--- config.mk ---
export PLATFORM = sky130hd
export DESIGN_NAME = regfft_seq
export DESIGN_NICKNAME = d
export VERILOG_FILES = /design/src/rtl/regfft_seq.sv
export SDC_FILE = /design/constraint.sdc
export NUM_CORES = 1
export LEC_CHECK = 0
export BUFFER_PORTS_ARGS = -buffer_cell sky130_fd_sc_hd__buf_4
export CAP_MARGIN = 20
export CORE_MARGIN = 1.5
export CORE_UTILIZATION = 50
export DETAILED_ROUTE_END_ITERATION = 6
export PLACE_DENSITY = 0.84
export SYNTH_ARGS = -nofsm -noshare
export SYNTH_HDL_FRONTEND = slang
export SYNTH_SLANG_ARGS = --single-unit
export TNS_END_PERCENT = 20
--- constraint.sdc ---
create_clock -name clk -period 4.1 [get_ports clk]
set_input_delay 0.615 -clock clk [delete_from_list [all_inputs] [get_ports clk]]
set_output_delay 0.615 -clock clk [all_outputs]
set_load 0.005 [all_outputs]
--- src/rtl/regfft_seq.sv ---
// Frame sequencer for a 64x38 FFT register file: fills 64 samples, then drains
// them through a 2-entry skid buffer. Define REGFFT_BITREV_EN for bit-reversed read order.
module regfft_seq (
  input  logic        clk,
  input  logic        rst_n,
  input  logic        in_valid,
  output logic        in_ready,
  input  logic [37:0] in_data,
  output logic        out_valid,
  input  logic        out_ready,
  output logic [37:0] out_data,
  output logic        out_last,
  output logic        regfft_wren,
  output logic [5:0]  regfft_addr,
  output logic [37:0] regfft_wdata,
  input  logic [37:0] regfft_rdata
);

  typedef enum logic {FILL, DRAIN} state_t;

  state_t            state, state_nxt;
  logic [5:0]        wr_cnt;
  logic [6:0]        rd_cnt;      // bit 6 set once all 64 reads are issued
  logic              rd_pend, rd_pend_last;
  logic [1:0]        buf_cnt;
  logic [1:0][37:0]  buf_data;
  logic [1:0]        buf_last;
  logic              accept, pop, issue;
  logic [2:0]        occ;

  function automatic logic [5:0] rd_map(input logic [5:0] idx);
`ifdef REGFFT_BITREV_EN
    logic [5:0] r;
    for (int b = 0; b < 6; b++) r[b] = idx[5-b];
    return r;
`else
    return idx;
`endif
  endfunction

  assign accept = in_valid && in_ready;
  assign pop    = out_valid && out_ready;
  // Occupancy after this cycle's pop, so a read can overlap a pop without bubbles.
  assign occ    = {1'b0, buf_cnt} + {2'b0, rd_pend} - {2'b0, pop};
  assign issue  = (state == DRAIN) && !rd_cnt[6] && (occ < 3'd2);

  always_comb begin
    state_nxt = state;
    case (state)
      FILL:    if (accept && wr_cnt == 6'd63) state_nxt = DRAIN;
      DRAIN:   if (pop && buf_last[0])        state_nxt = FILL;
      default: state_nxt = FILL;
    endcase
  end

  always_comb begin
    in_ready     = 1'b0;
    regfft_wren  = 1'b0;
    regfft_addr  = 6'd0;
    regfft_wdata = 38'd0;
    if (rst_n) begin
      if (state == FILL) begin
        in_ready     = 1'b1;
        regfft_wren  = in_valid;
        regfft_addr  = wr_cnt;
        regfft_wdata = in_data;
      end else begin
        regfft_addr  = rd_map(rd_cnt[5:0]);
      end
    end
  end

  assign out_valid = rst_n && (buf_cnt != 2'd0);
  assign out_data  = rst_n ? buf_data[0] : 38'd0;
  assign out_last  = rst_n && buf_last[0];

  always_ff @(posedge clk or negedge rst_n) begin
    if (!rst_n) begin
      state        <= FILL;
      wr_cnt       <= 6'd0;
      rd_cnt       <= 7'd0;
      rd_pend      <= 1'b0;
      rd_pend_last <= 1'b0;
      buf_cnt      <= 2'd0;
      buf_data     <= '0;
      buf_last     <= '0;
    end else begin
      state        <= state_nxt;
      rd_pend      <= issue;
      rd_pend_last <= issue && (rd_cnt[5:0] == 6'd63);
      if (accept) wr_cnt <= wr_cnt + 6'd1;
      if (issue)
        rd_cnt <= rd_cnt + 7'd1;
      else if (state == DRAIN && state_nxt == FILL)
        rd_cnt <= 7'd0;
      buf_cnt <= buf_cnt + {1'b0, rd_pend} - {1'b0, pop};
      if (pop) begin
        buf_data[0] <= buf_data[1];
        buf_last[0] <= buf_last[1];
        buf_last[1] <= 1'b0;
      end
      if (rd_pend) begin
        if (buf_cnt == {1'b0, pop}) begin
          buf_data[0] <= regfft_rdata;
          buf_last[0] <= rd_pend_last;
        end else begin
          buf_data[1] <= regfft_rdata;
          buf_last[1] <= rd_pend_last;
        end
      end
    end
  end

endmodule

* Yosys cells after proc, flatten, opt, wreduce, memory -nomap -nowiden
Cells that the tools add are included.
Widths: inputs -> output; s select.
** Word-level totals
- Flip-flop bits (word level) :: 96
- Latch bits :: 0
- Bits in writable memories :: 0
- Bits in read-only memories :: 0
- Bits of input ports :: 80
- Output and inout port bits :: 86
- Logic and storage cells :: 57
- Memories :: 0
** Cells by class
- Add/subtract/negate cells :: 6
- Multipliers :: 0
- Div/mod/pow operators :: 0
- Magnitude comparators :: 1
- Eq/ne operators :: 3
- Shift-type cells :: 0
- Mux-type cells :: 21
- Bitwise operators :: 3
- Reduce and logical (&&, ||, !) cells :: 14
** Operators by type and width (number)
- $mux 38 :: 6
- $mux 7 :: 2
- $eq 6x6->1 const B :: 2
- $mux 6 :: 2
- $logic_and 1x1->1 :: 10
- $mux 1 :: 8
- $add 7x1->7 const B :: 1
- $add 6x1->6 const B :: 1
- $mux 2 :: 2
- $reduce_bool 2->1 :: 2
- $add 2x1->3 :: 1
- $lt 3x2->1 const B :: 1
- $not 1->1 :: 3
- $sub 3x1->3 :: 1
- $add 2x1->2 :: 1
- $eq 2x1->1 :: 1
- $pmux 1 s2 :: 1
- $reduce_and 2->1 :: 1
- $sub 2x1->2 :: 1
- $logic_not 1->1 :: 1

* Longest topological paths before layout
- Word-level depth :: 10
- Mapped depth :: 14

* Least setup slack after synthesis
No wires, ideal clock.
- Path type :: input to register
- From :: input port rst_n
- To :: register rd_cnt[2]
- Library setup time :: 0.124 ns
- Arrival :: 3.129 ns
- Data required time :: 3.976 ns
- Slack :: 0.847 ns
- Stages on the path :: 12
- Path buffers :: 2
- Cell sequence :: o21a_1 -> nand2_1 -> inv_2 -> buf_2 -> ha_1 -> inv_1 -> ha_1 -> fa_1 -> or4b_1 -> buf_6 -> and2_4 -> a211o_1
** Between the ends
- Elaborated cells between the ends (all ways) :: 16
** RTL lines
- start, declared :: line 5 : input logic rst_n,
- $logic_and 1x1->1 * :: line 73 : assign out_valid = rst_n && (buf_cnt != 2'd0);
- $logic_and 1x1->1 * :: line 42 : assign pop = out_valid && out_ready;
- $sub 3x1->3 * :: line 44 : assign occ = {1'b0, buf_cnt} + {2'b0, rd_pend} - {2'b0, pop};
- named net occ[1] :: line 29 : logic [2:0] occ;
- $lt 3x2->1 * :: line 45 : assign issue = (state == DRAIN) && !rd_cnt[6] && (occ < 3'd2);
- $logic_and 1x1->1 * :: line 45
- $mux 7 or $reduce_bool 2->1 (tied branches)
- end signal, assigned :: line 93 : rd_cnt <= rd_cnt + 7'd1;
- end, declared :: line 23 : logic [6:0] rd_cnt;
The timed path passes the listed nets; every way through them passes the cells marked *.
A chain may end at the register's enable or synchronous reset.

* Worst setup path in the final report
- From :: register buf_cnt[1]
- To :: register rd_cnt[2]
** Between the ends
- Elaborated cells between the ends (all ways) :: 14
** RTL lines
- start, declared :: line 25 : logic [1:0] buf_cnt;
- start signal, assigned :: line 96 : buf_cnt <= buf_cnt + {1'b0, rd_pend} - {1'b0, pop};
- parallel branches: the longest is 3 deep, another holds $add 2x1->3
- $sub 3x1->3 * :: line 44
- named net occ[1] :: line 29
- $lt 3x2->1 * :: line 45
- $logic_and 1x1->1 * :: line 45
- $mux 7 or $reduce_bool 2->1 (tied branches)
Mark *: on every way through the listed nets, which the timed path passes.

==> flow_summary.ini <==
[global_route]
grt_first_pass_wirelength_microns = 17400
global_route.usage.met3 = 0.0501
grt_max_degree = 88
grt.busiest_layer = met2
grt_pass1_vias = 3566
antenna_found_initial = 0
use_met2 = 0.369
grtUsageMet1 = 0.288
track_usage = 0.220
grt_overflow_total = 0

[timing]
max_freq_ghz = 0.316
hold_viol_final = 0
timing.final.max_slew_violations = 0
worst_clock_skew_ps = 7.92
worst-slew-pin-transition_ps = 865
setup_slack_ps = 938
period_share = 0.771
finalCriticalPeriod_ps = 3160
timing.max_slew.rel_slack = 0.424
finalSetupViolations = 0
grt_setup_unrepaired = no
fin_setup_tns_ps = 0

[synthesis]
syn_area_per_cell_sq_um = 10.9
seq_area_frac_synth = 0.513
yosys_warnings = 0
netlist-cell-type-count = 35
syn-num-nets = 516
synth-edff-count = 0
synthArstFlopShare = 1.00
synth_seq_cells = 96
synthCells = 431
synthFlopType = sky130_fd_sc_hd__dfrtp_1
syn-cell-area_sq_um = 4690

[place]
port_buffers = 165
gp_congestion = 0.860
detailed_place_hpwl_microns = 7610
dp_slack_ps = 771

[cts]
post_cts_resize_count = 0
ctsRootBufferMaster = sky130_fd_sc_hd__clkbuf_8
cts_stage_hold_buffer_count = 0
clk-insertion-delay-late_ps = 360
cts_buffers = 9
cts.path.max_buffers = 2
postCtsSetupBuffers = 0
cts.clk_slew.worst_paths_ps = 90
cts_tree = yes
ctsHtreeMaxLevel = 3
cts.sinks = 96

[routing]
route.detailed.wl_per_inst_microns = 15.0
post_drt_via_cell_ratio = 5.10
num_vias = 3575
dr.pass1.iters = 4
detail-route-antenna-nets = 0
detail_route.wirelength_microns = 10500
drt_first_iter_violations = 112
drc = 0

[pwr]
p_leak_nw = 3.16
power_frac_comb = 0.185
clock_power_share = 0.300
total_net_switching_power_mw = 0.552
seq_power_share = 0.514
switching_share = 0.271
ir_drop_worst_vdd_v = 0.000237
power_per_cell_area_nw_per_um2 = 329
internal_power_mw = 1.49

[setup_path]
critPathKind = reg -> reg
critical_path_required_ps = 4350
arrival_ps = 3410
regToRegSetupSlack_ps = 940
worstSetupEndpointType = flop
r2r-start = buf_cnt[1]
worst-r2r-cell-count = 10
cp_max_fo = 10
r2r_end = rd_cnt[2]
startpoint_type = flop

[final_layout]
area_growth_pct = 32.2
drive_gt1_frac = 0.393
final_nets = 670
final_util = 0.677
antenna_cells_inserted = 0
fill_cells = 701

[floorplan]
fp.dieH_microns = 99.8
coreArea_sq_um = 9150
fp.dieW_microns = 99.8
initial_utilization = 0.512
fp.dieArea_sq_um = 9960
std_cell_rows = 35
floorplan.io_pins = 166

[status]
run_status = finished, final reports clean

[worst_hold_path]
hold_path.class = in -> async

[job]
max-cap-violations = 0
==> stage by stage <==
stage | total power [mW] | hold slack [ps] | cells | instance area (sq um)
floorplan | 1.25 | 319 | 431 | 4690
global placement | 1.43 | 460 | 685 | 6000
detailed placement | 1.45 | 464 | 685 | 6000
CTS | 2.06 | 342 | 701 | 6200
global route | 2.14 | 369 | 701 | 6200
finish | 2.04 | 340 | 701 | 6200
==> power by group through the flow <==
stage          registers (mW)  clock network, mW  logic, mW
6_report                 1.05              0.612      0.378
5_1_grt                  1.06              0.665      0.416
4_1_cts                  1.05              0.628      0.384
3_5_place_dp             1.07                  0      0.383
3_3_place_gp             1.06                  0      0.368
2_1_floorplan            1.05                  0      0.196
==> Yosys cell counts, types with 3 or more instances <==
| library cell | instances | area, sq um |
|---|---|---|
| sky130_fd_sc_hd__nor3_1 | 3 | 15.0 |
| sky130_fd_sc_hd__mux2i_1 | 45 | 450 |
| sky130_fd_sc_hd__nor2b_1 | 7 | 43.8 |
| sky130_fd_sc_hd__and2_1 | 77 | 482 |
| sky130_fd_sc_hd__clkbuf_1 | 22 | 82.6 |
| sky130_fd_sc_hd__inv_1 | 6 | 22.5 |
| sky130_fd_sc_hd__nand2_1 | 46 | 173 |
| sky130_fd_sc_hd__o21ai_0 | 40 | 200 |
| sky130_fd_sc_hd__dfrtp_1 | 96 | 2400 |
| sky130_fd_sc_hd__a211o_1 | 3 | 26.3 |
| sky130_fd_sc_hd__ha_1 | 4 | 50.1 |
| sky130_fd_sc_hd__and3_1 | 3 | 18.8 |
| sky130_fd_sc_hd__buf_2 | 4 | 20.0 |
| sky130_fd_sc_hd__nand3_1 | 9 | 45.0 |
| sky130_fd_sc_hd__mux2_2 | 39 | 439 |
| sky130_fd_sc_hd__xnor2_1 | 4 | 35.0 |
==> flip-flops by register name (all words and copies together) (netlist names) <==
| signal | cells |
|---|---|
| wr_cnt | 6 |
| buf_data | 76 |
| rd_cnt | 7 |
| rd_pend | 1 |
| buf_last | 2 |
| state | 1 |
| rd_pend_last | 1 |
| buf_cnt | 2 |
==> final cells by class <==
type                    count  area, sq um  share of cell area
inverters                   8         31.3             0.00505
clock buffers              10          128              0.0206
multi-input cells         299         2140               0.346
flip-flops and latches     96         2400               0.388
well taps                 111          139              0.0224
repair buffers            171         1280               0.207
clock inverters             6         68.8              0.0111
==> critical path: stages (launching register included) <==
cell,delay (ps)
sky130_fd_sc_hd__dfrtp_1,460
sky130_fd_sc_hd__o21a_1,210
sky130_fd_sc_hd__nand2_1,100
sky130_fd_sc_hd__inv_2,40
sky130_fd_sc_hd__ha_1,270
sky130_fd_sc_hd__inv_1,120
sky130_fd_sc_hd__ha_1,180
sky130_fd_sc_hd__fa_1,440
sky130_fd_sc_hd__or4b_1,710
sky130_fd_sc_hd__and2_4,230
sky130_fd_sc_hd__a211o_1,290
==> how the worst max path moves through the flow <==
stage               slack, ps  cells past startpoint         to       start
floorplan                 850                     12  rd_cnt[2]       rst_n
global placement          840                     12  rd_cnt[2]       rst_n
detailed placement        770                     11  rd_cnt[2]       rst_n
CTS                       940                     10  rd_cnt[2]  buf_cnt[1]
global route              810                     10  rd_cnt[2]  buf_cnt[1]
finish                    940                     10  rd_cnt[2]  buf_cnt[1]
==> placed cells by master, fill, tap and decap left out, types with 2 or more instances in the layout <==
cell	netlist	routed
sky130_fd_sc_hd__and3_1	3	2
sky130_fd_sc_hd__nor3b_1	2	2
sky130_fd_sc_hd__nor3_1	3	3
sky130_fd_sc_hd__xor2_1	2	2
sky130_fd_sc_hd__o21ai_0	40	40
sky130_fd_sc_hd__mux2_2	39	39
sky130_fd_sc_hd__and2_1	77	77
sky130_fd_sc_hd__nor2_1	2	2
sky130_fd_sc_hd__clkinv_2	1	2
sky130_fd_sc_hd__a211o_1	3	3
sky130_fd_sc_hd__mux2i_1	45	45
sky130_fd_sc_hd__nand3_1	9	9
sky130_fd_sc_hd__buf_4	1	171
sky130_fd_sc_hd__ha_1	4	4
sky130_fd_sc_hd__clkinvlp_4	0	3
sky130_fd_sc_hd__inv_1	6	6
sky130_fd_sc_hd__clkbuf_8	0	9
sky130_fd_sc_hd__dfrtp_1	96	96
sky130_fd_sc_hd__nor2b_1	7	7
sky130_fd_sc_hd__xnor2_1	4	4
sky130_fd_sc_hd__nand2_1	46	46
==> routing by layer <==
layer | vias up | share of wire
li1 | 1751 | -
met1 | 1734 | 0.43
met2 | 80 | 0.52
met3 | 10 | 0.036
met4 | 0 | 0.012
met5 | - | 0
==> logic make-up after synthesis <==
kind of cell    share of synthesized area
mux                                 0.190
compound gates                     0.0612
buf+inv                            0.0326
fa+ha+maj                          0.0150
flops                               0.513
xor+xnor                           0.0112
simple gates                        0.178
(Power assumes the default switching activity.)
